<file path="src/rtl/gray_counter.sv">
// rtl/gray_counter.sv - up/down Gray-code counter with load, binary/Gray registered outputs and wrap pulse
// Optional saturate-at-limit behaviour enabled by defining GRAY_COUNTER_SAT_EN.
module gray_counter #(
  parameter int WIDTH = 4
) (
  input  logic             i_clk,
  input  logic             i_rst,
  input  logic             i_en,
  input  logic             i_up,
  input  logic             i_load,
  input  logic [WIDTH-1:0] i_load_val,
  output logic [WIDTH-1:0] o_bin_out,
  output logic [WIDTH-1:0] o_gray_out,
  output logic             o_wrap
);

  localparam logic [WIDTH-1:0] ONE = WIDTH'(1);

  logic [WIDTH-1:0] r_bin;
  logic [WIDTH-1:0] r_gray;
  logic             r_wrap;

  logic             w_at_max;
  logic             w_at_min;
  logic             w_term;
  logic [WIDTH-1:0] w_step;
  logic [WIDTH-1:0] w_bin_next;
  logic             w_wrap_next;

  function automatic logic [WIDTH-1:0] bin2gray(input logic [WIDTH-1:0] b);
    return b ^ (b >> 1);
  endfunction

  assign w_at_max = &r_bin;
  assign w_at_min = ~|r_bin;
  assign w_term   = i_en & (i_up ? w_at_max : w_at_min);
  assign w_step   = i_up ? (r_bin + ONE) : (r_bin - ONE);

  // Load outranks counting; the terminal-count pulse only comes from an enabled step.
  always_comb begin
    w_bin_next  = r_bin;
    w_wrap_next = 1'b0;
    if (i_load) begin
      w_bin_next = i_load_val;
    end else if (i_en) begin
      w_wrap_next = w_term;
`ifdef GRAY_COUNTER_SAT_EN
      if (!w_term) begin
        w_bin_next = w_step;
      end
`else
      w_bin_next = w_step;
`endif
    end
  end

  // Gray is encoded from the next binary value so both outputs update on the same edge.
  always_ff @(posedge i_clk) begin
    if (i_rst) begin
      r_bin  <= '0;
      r_gray <= '0;
      r_wrap <= 1'b0;
    end else begin
      r_bin  <= w_bin_next;
      r_gray <= bin2gray(w_bin_next);
      r_wrap <= w_wrap_next;
    end
  end

  assign o_bin_out  = r_bin;
  assign o_gray_out = r_gray;
  assign o_wrap     = r_wrap;

endmodule

</file>
<file path="config.mk">
export PLATFORM = sky130hd
export DESIGN_NAME = gray_counter
export DESIGN_NICKNAME = d
export VERILOG_FILES = /design/src/rtl/gray_counter.sv
export SDC_FILE = /design/constraint.sdc
export NUM_CORES = 1
export LEC_CHECK = 0
export CORE_MARGIN = 2
export CORE_UTILIZATION = 23
export CTS_CLUSTER_DIAMETER = 200
export DETAILED_ROUTE_END_ITERATION = 7
export PLACE_DENSITY = 0.52
export SLEW_MARGIN = 25
export SYNTH_ARGS = -nofsm -noshare
export SYNTH_HDL_FRONTEND = slang
export SYNTH_SLANG_ARGS = --single-unit
export TNS_END_PERCENT = 20
</file>
<file path="constraint.sdc">
create_clock -name i_clk -period 2.4 [get_ports i_clk]
set_input_delay 0.48 -clock i_clk [delete_from_list [all_inputs] [get_ports i_clk]]
set_output_delay 0.48 -clock i_clk [all_outputs]
set_load 0.05 [all_outputs]
</file>
* After elaboration in Yosys (flattened, before gate mapping)
Index checks and enable logic that the tools add are counted.
W data, S select, Z words.
** Word-level totals
- Input bits :: 9
- Logic and storage cells :: 16
- Flip-flop bits (word level) :: 9
** Operators by class
- Bitwise logic cells :: 3
- Multiplexer cells :: 4
- Add/subtract/negate cells :: 2
- Reductions and logical operators :: 4
** Operator list (count)
- $mux W4 :: 3
- $add A4 B1 Y4 const B :: 1
- $reduce_and A4 Y1 :: 1
- $reduce_or A4 Y1 :: 1
- $sub A4 B1 Y4 const B :: 1
- $xor A4 B3 Y4 :: 1
- $reduce_or A3 Y1 :: 1
- $and A1 B1 Y1 :: 1
- $logic_not A1 Y1 :: 1
- $mux W1 :: 1
- $not A1 Y1 :: 1

* Depth between registers and ports, before layout
Gate-level depths: netlist (run 1).
- Depth after elaboration :: 5
- Depth in mapped cells :: 6

* Least setup slack after synthesis (run 1)
No wires, ideal clock.
- Kind :: register -> register
- Start :: register r_bin[0] (netlist: o_bin_out[0])
- End :: register r_gray[1] (netlist: o_gray_out[1])
- Slack :: 0.342 ns
- Required time :: 2.330 ns
- Cell stages (with the launch flop) :: 6
- Period minus slack after synthesis :: 2.058 ns
- Arrival :: 1.989 ns
- Path buffers :: 0
- Library setup time :: 0.070 ns
- Cell sequence :: dfxtp_1 -> fa_1 -> mux2_2 -> mux2i_1 -> o21ai_0 -> a21oi_1
** On the way
- Word-level cells in the longest chain between the ends :: 5
- Elaborated cells between the ends (all ways) :: 6
** RTL lines
- start, declared :: RTL line 19 : logic [WIDTH-1:0] r_bin;
- start signal, assigned :: RTL line 64 : r_bin <= w_bin_next;
- $sub A4 B1 Y4 or $add A4 B1 Y4 (tied branches) :: RTL line 37 : assign w_step = i_up ? (r_bin + ONE) : (r_bin - ONE);
- $mux W4 * :: RTL line 37
- $mux W4 * :: RTL line 45 : end else if (i_en) begin
- $mux W4 * :: RTL line 43 : if (i_load) begin
- $xor A4 B3 Y4 * :: RTL line 31 : return b ^ (b >> 1);
- end signal, assigned :: RTL line 65 : r_gray <= bin2gray(w_bin_next);
- end, declared :: RTL line 20 : logic [WIDTH-1:0] r_gray;
Every way passes the cells marked *; elsewhere a longest branch is shown, timed or not.
A chain may end at the register's enable or synchronous reset.

* Final worst setup path (run 1)
- Start :: input i_up
- End :: register r_gray[1] (netlist: o_gray_out[1])
** On the way
- Word-level cells in the longest chain between the ends :: 4
** RTL lines
- start, declared :: RTL line 9 : input logic i_up,
- $mux W4 :: RTL line 37
- $mux W4 :: RTL line 45
- $mux W4 :: RTL line 43
- $xor A4 B3 Y4 :: RTL line 31
No other way between the ends.

==> summary.md, run 1 <==
| Metric | Value |
|---|---|
| Largest net degree at the start of global routing | 11 |
| Bufs on Longest Clock Path | 2 |
| RR Startpoint | o_bin_out[0] |
| Commonest cells in the netlist | dfxtp_1 (8), nor2_1 (6), a21oi_1 (3), inv_1 (3), mux2i_1 (3) |
| YS warnings | 0 |
| Final min period | 2.16 ns |
| CP Launch Type | input pin |
| Vias per cell | 4.50 |
| I/O Buffers | 17 |
| Compound-Gate Fraction of Synth Area | 15.3% |
| Placed cells | 100 |
| Post-Syn Instances | 53 |
| Die height | 50.1 um |
| Power, Total | 434 uW |
| NumNets Final | 90 |
| DRT antenna net count | 0 |
| Synth Net Count | 65 |
| H-tree depth | 1 |
| Yosys reg bits | 8 |
| Post-synth cell types | 31 |
| CTS tree | built |
| Post-synth EDFFs | 0 |
| Vias in the first global route | 444 |
| Final setup fails | 0 |
| # diodes | 0 |
| Crit path max fanout | 4 |
| Post-route clock period utilization | 90.0% |
| CP endpoint | o_gray_out[1] |
| Count of pins over their slew limit | 0 |
| Synth top area cells | dfxtp_1 (33%), mux2i_1 (6.1%), ha_1 (5.1%) |
| Clock Latency Late Sink | 0.25 ns |
| Wire per inst | 11.0 um |
| Setup TNS | 0 ns |
| First-pass GRT wire length | 1920 um |
| Post-route non-filler standard cell count | 103 |
| Clock transition at path regs | 0.05 ns |
| Fraction of registers with async set/reset | 0% |
| Status | completed |
| Most numerous cell in the Yosys netlist | dfxtp_1 |
| I/O Pins | 18 |
| Ys flop type | dfxtp_1 |
| CTS buffer count | 3 |
| Post-synth top area cell | dfxtp_1 |
| Clk root buf | clkbuf_4 |
| FILL cells | 209 |
| Setup WS post-layout | 0.240 ns |
| Initial antenna violation count | 0 |
| Drt initial violations | 7 |
| Synthesis-to-finish area growth | 51.4% |
| Layout cell share with drive strength beyond 1 | 14.5% |
| Crit. End Element | register |
| Post-CTS setup buffers | 0 |
| Leak pwr | 0.316 nW |
| Die ar. | 2510 um2 |
| Chip Width | 50.1 um |
| First drt pass iteration count | 4 |
| Detailed-route via count | 463 |
| Worst reg2reg path endpoint | o_gray_out[1] |
| Sequential area share after synthesis | 32.7% |
| Drt total wl | 1130 um |
| Mux cell area share after synthesis | 8.44% |
| FF-to-FF setup slack | 0.55 ns |
| Rel. slew slack | 65.8% |
| Final hold violation count | 0 |
| # hold bufs at CTS | 0 |
| Post-CTS Resized | 0 |
| Clock skew | 0.00260 ns |
| Worst EP arrival | 2.34 ns |
| Synth Area in Simple Gates | 22.5% |
| Max Clk Rate | 463 MHz |
| Min Hold Slack | 0.687 ns |
| Tot GR Track Use | 10.3% |
| Maximum Capacitance Violations | 0 |
| Power per cell area | 586 nW/um2 |
| Critical Path Source | i_up |
| Grt ovf | 0 |
| Avg Cell Area, Syn | 9.23 um2 |
| Synth Area in XOR/XNOR | 5.37% |
| Synthesized area | 489 um2 |
| Slew at the pin closest to its max-slew limit | 0.511 ns |
| Reg2reg path depth | 5 |
| HPWL Detailed | 890 um |
| Unrepaired setup endpoints after global routing | false |
| Yosys top cell area share | 32.7% |
| WP data required | 2.59 ns |
| Critical path type | in2reg |
| Core Region | 1980 um2 |
| DR DRC count | 0 |
| Adder-cell share of the synthesized area | 9.21% |
| Place WS | -0.0200 ns |
| Row count | 16 |
| Clock sinks | 8 |
| Tightest Hold Check Type | reg2reg |
| Placer Congestion | 0.707 |
| Starting Density | 24.7% |
| Largest family of logic cells by synthesized area | simple AND/OR/NAND/NOR gates |
| Max VDD drop | 0.000275 V |
## final cells by class
cell class,instances,area (um2),share of cell area (%)
inverters,3,11.3,1.52
repair buffers,23,215,29.1
well taps,27,33.8,4.56
multi-input cells,39,298,40.2
flip-flops and latches,8,160,21.6
clock buffers,3,22.5,3.04
## state kept, by name, indices dropped and copies added (netlist names)
register	count
o_bin_out	4
o_gray_out	3
o_wrap	1
## worst max-delay path: stages
cell and delay, ns:
clkdlybuf4s50_1 0.48, inv_1 0.09, fa_1 0.46, mux2_2 0.27
mux2i_1 0.27, o21ai_0 0.15, a21oi_1 0.15
## worst min-delay path by stage
stage / from / endpoint / slack (ns) / depth (start not counted)
4_1_cts: o_bin_out[2] / o_wrap / 0.68 / 4
3_5_place_dp: o_bin_out[2] / o_wrap / 0.68 / 4
6_report: o_bin_out[2] / o_wrap / 0.69 / 4
2_1_floorplan: i_rst / o_gray_out[1] / 0.55 / 1
5_1_grt: o_bin_out[2] / o_wrap / 0.73 / 4
3_3_place_gp: o_bin_out[2] / o_wrap / 0.69 / 4
## per-layer routing
layer	wire, um	up-vias	track usage [%]
met5	0	-	0
li1	-	244	-
met2	484	15	14.5
met3	102	2	6.36
met4	14	0	5.09
met1	530	202	12.1
## placed cells by master, fill, tap and decap left out, types with 2 or more instances in the layout
cell / count
clkdlybuf4s50_1: 17
dfxtp_1: 8
nor2_1: 6
buf_4: 6
mux2i_1: 3
inv_1: 3
a21oi_1: 3
clkbuf_4: 3
xnor2_1: 2
or3_1: 2
ha_1: 2
## cells by family (layout without fill, tap and decap cells)
| kind of cell | count (synthesis) | after routing |
|---|---|---|
| and+or+nand+nor | 18 | 18 |
| muxes | 4 | 4 |
| adders and majority gates | 3 | 3 |
| buffers and inverters | 6 | 29 |
| xor gates and xnor gates | 3 | 3 |
| DFF | 8 | 8 |
| AOI/OAI and AO/OA | 11 | 11 |
## power by group
| group | switching, mW | internal (mW) | leakage, nW | total [mW] |
|---|---|---|---|---|
| registers | 0.0130 | 0.146 | 0.0663 | 0.159 |
| logic | 0.0968 | 0.0761 | 0.236 | 0.173 |
| clock network | 0.0445 | 0.0571 | 0.0138 | 0.102 |
## stage by stage
| stage | area (um2) | utilization (%) |
|---|---|---|
| floorplan | 489 | - |
| global placement | 718 | 36.2 |
| detailed placement | 718 | 36.2 |
| CTS | 741 | 37.4 |
| global route | 741 | 37.4 |
| finish | 741 | 37.4 |
(Power assumes the default switching activity.)
==> inputs of run 2 (changes only) <==
CORE_MARGIN = 5   (was 2)
GPL_TIMING_DRIVEN = 0   (was unset)
==> run 2 against run 1 <==
Die area is 25% higher. First-iteration DRC count shrank 14%. Power fell by 0.47%. Fmax is 3.9% lower. Non-clock buffer count down 4. Final cell count is 3.9% lower. Critical endpoint unchanged. Via count is 2.2% lower. Worst hold slack lost 0.10 ns. Sequential cell count stayed put. Highest routed layer is now met3. Largest cell class unchanged. Combinational power hardly changed. Global-route usage down 2.2 points.
==> summary.md, run 2 (synthesized netlist as in run 1, its figures left out) <==
| Metric | Value |
|---|---|
| I/O Buffers | 16 (was 17) |
| Final cell utilization of the core | 36.1% (was 37.4%) |
| Die ar. | 3150 um2 (was 2510 um2) |
| Chip Width | 56.1 um (was 50.1 um) |
| CP delay by family, top | buffers and inverters (unchanged) |
| HPWL Detailed | 894 um (was 890 um) |
| Slew at the pin closest to its max-slew limit | 0.500 ns (was 0.511 ns) |
| Max Clk Rate | 445 MHz (was 463 MHz) |
| FF-to-FF setup slack | 0.64 ns (was 0.55 ns) |
| CP Buf/Inv Count | 2 (unchanged) |
| Largest stage delay, worst path | 0.56 ns (was 0.48 ns) |
| Tot GR Track Use | 8.14% (was 10.3%) |
| Leak pwr | 0.296 nW (was 0.316 nW) |
| Most common cell after layout, fill and taps aside | clkdlybuf4s50_1 (unchanged) |
| # diodes | 0 (unchanged) |
| Worst path cell trace | clkdlybuf4s50_1, inv_2, fa_1, mux2_2, mux2i_4, or3_1, a21oi_1 (was clkdlybuf4s50_1, inv_1, fa_1, mux2_2, mux2i_1, o21ai_0, a21oi_1) |
| First-pass GRT wire length | 1960 um (was 1920 um) |
| Layout cell share with drive strength beyond 1 | 15.3% (was 14.5%) |
| Detailed-route via count | 453 (was 463) |
| Setup WS post-layout | 0.152 ns (was 0.240 ns) |
| Post-route clock period utilization | 93.6% (was 90.0%) |
| Synthesis-to-finish area growth | 47.8% (was 51.4%) |
| Grt ovf | 0 (unchanged) |
| Drt total wl | 1180 um (was 1130 um) |
| Die height | 56.1 um (was 50.1 um) |
| Vias in the first global route | 441 (was 444) |
| Crit-path slowest cell | clkdlybuf4s50_1 (unchanged) |
| Tightest Hold Check Type | in2reg (was reg2reg) |
| CTS tree | built (unchanged) |
| Core Region | 2000 um2 (was 1980 um2) |
| Initial antenna violation count | 0 (unchanged) |
| Clock sinks | 8 (unchanged) |
| Crit path max fanout | 5 (was 4) |
| Worst EP arrival | 2.43 ns (was 2.34 ns) |
| Clock transition at path regs | 0.05 ns (about the same) |
| First drt pass iteration count | 3 (was 4) |
| CP Launch Type | input pin (unchanged) |
| H-tree depth | 1 (unchanged) |
| Power per cell area | 597 nW/um2 (was 586 nW/um2) |
| Bufs on Longest Clock Path | 2 (unchanged) |
| Starting Density | 24.4% (was 24.7%) |
| Crit. End Element | register (unchanged) |
| Vias per cell | 4.58 (was 4.50) |
| Placed cells | 96 (was 100) |
| Maximum Capacitance Violations | 0 (unchanged) |
| DRT antenna net count | 0 (unchanged) |
| Wire per inst | 11.9 um (was 11.0 um) |
| Final min period | 2.25 ns (was 2.16 ns) |
| Unrepaired setup endpoints after global routing | false (unchanged) |
| Critical path type | in2reg (unchanged) |
| Drt initial violations | 6 (was 7) |
| Final hold violation count | 0 (unchanged) |
| CTS buffer count | 3 (unchanged) |
| Placer Congestion | 0.657 (was 0.707) |
| Count of pins over their slew limit | 0 (unchanged) |
| Place WS | -0.215 ns (was -0.0200 ns) |
| Clock skew | 0.00231 ns (was 0.00260 ns) |
| Final setup fails | 0 (unchanged) |
| Post-route non-filler standard cell count | 99 (was 103) |
| I/O Pins | 18 (unchanged) |
| Status | completed (unchanged) |
| Setup TNS | 0 ns (unchanged) |
| Rel. slew slack | 66.6% (was 65.8%) |
| Clk root buf | clkbuf_4 (unchanged) |
| Max reg flops | 4 (unchanged) |
| NumNets Final | 86 (was 90) |
| Row count | 16 (unchanged) |
| Max VDD drop | 0.000252 V (was 0.000275 V) |
| WP data required | 2.58 ns (was 2.59 ns) |
| Largest net degree at the start of global routing | 11 (unchanged) |
| DR DRC count | 0 (unchanged) |
| Clock Latency Late Sink | 0.25 ns (about the same) |
| # hold bufs at CTS | 0 (unchanged) |
| Commonest non-fill, non-tap cells in the layout | clkdlybuf4s50_1 (16), dfxtp_1 (8), nor2_1 (6), a21oi_1 (3), clkbuf_4 (3) (was clkdlybuf4s50_1 (17), dfxtp_1 (8), nor2_1 (6), buf_4 (6)) |
| Post-CTS setup buffers | 0 (unchanged) |
[run 2: worst paths after layout]
check | start | end | cells past startpoint
worst max-delay path | i_up | o_gray_out[1] | 7
worst min-delay path | i_en | o_wrap | 2
worst max register to register | o_bin_out[0] | o_gray_out[1] | 5
worst min register to register | o_bin_out[2] | o_wrap | 4
[run 2: area by class of cell]
| cell class | instances | area, um2 |
|---|---|---|
| Buffer | 3 | 20.0 |
| Clock buffer | 3 | 22.5 |
| Fill cell | 229 | 1280 |
| Inverter | 3 | 11.3 |
| Multi-Input combinational cell | 39 | 315 |
| Sequential cell | 8 | 160 |
| Tap cell | 27 | 33.8 |
| Timing Repair Buffer | 16 | 160 |
[run 2: worst register-to-register path: stages, from the launching register on]
cell and delay (ns):
dfxtp_1 0.47, fa_1 0.46, mux2_2 0.30, mux2i_4 0.20, o21ai_0 0.12, a21oi_1 0.15
[run 2: metal layers]
layer | up-vias | wire length (um) | GRT usage [%] | part of all wire, %
met1 | 209 | 519 | 9.71 | 44
li1 | 230 | - | - | -
met3 | 0 | 89 | 5.57 | 7.6
met2 | 14 | 568 | 11.9 | 48
met4 | 0 | 0 | 2.03 | 0
met5 | - | 0 | 0 | 0
[run 2: timing repair]
item,4_1_cts,5_1_grt
hold endpoints to repair,0,0
endpoints found under the setup margin,0,3
resized for setup,0,4
[run 2: per-stage QoR]
stage / total power [mW] / area (um2) / hold WS (ns)
after detailed placement: 0.329 / 683 / 0.693
after CTS: 0.433 / 706 / 0.568
after floorplan: 0.274 / 489 / 0.549
final: 0.432 / 723 / 0.582
after global placement: 0.327 / 683 / 0.717
after global routing: 0.459 / 723 / 0.578
[run 2: power breakdown]
group / switching (mW) / internal (mW) / total [mW] / leakage (nW)
combinational: 0.100 / 0.0738 / 0.174 / 0.216
clock: 0.0417 / 0.0569 / 0.0986 / 0.0138
sequential: 0.0127 / 0.147 / 0.159 / 0.0663
total: 0.155 / 0.277 / 0.432 / 0.296
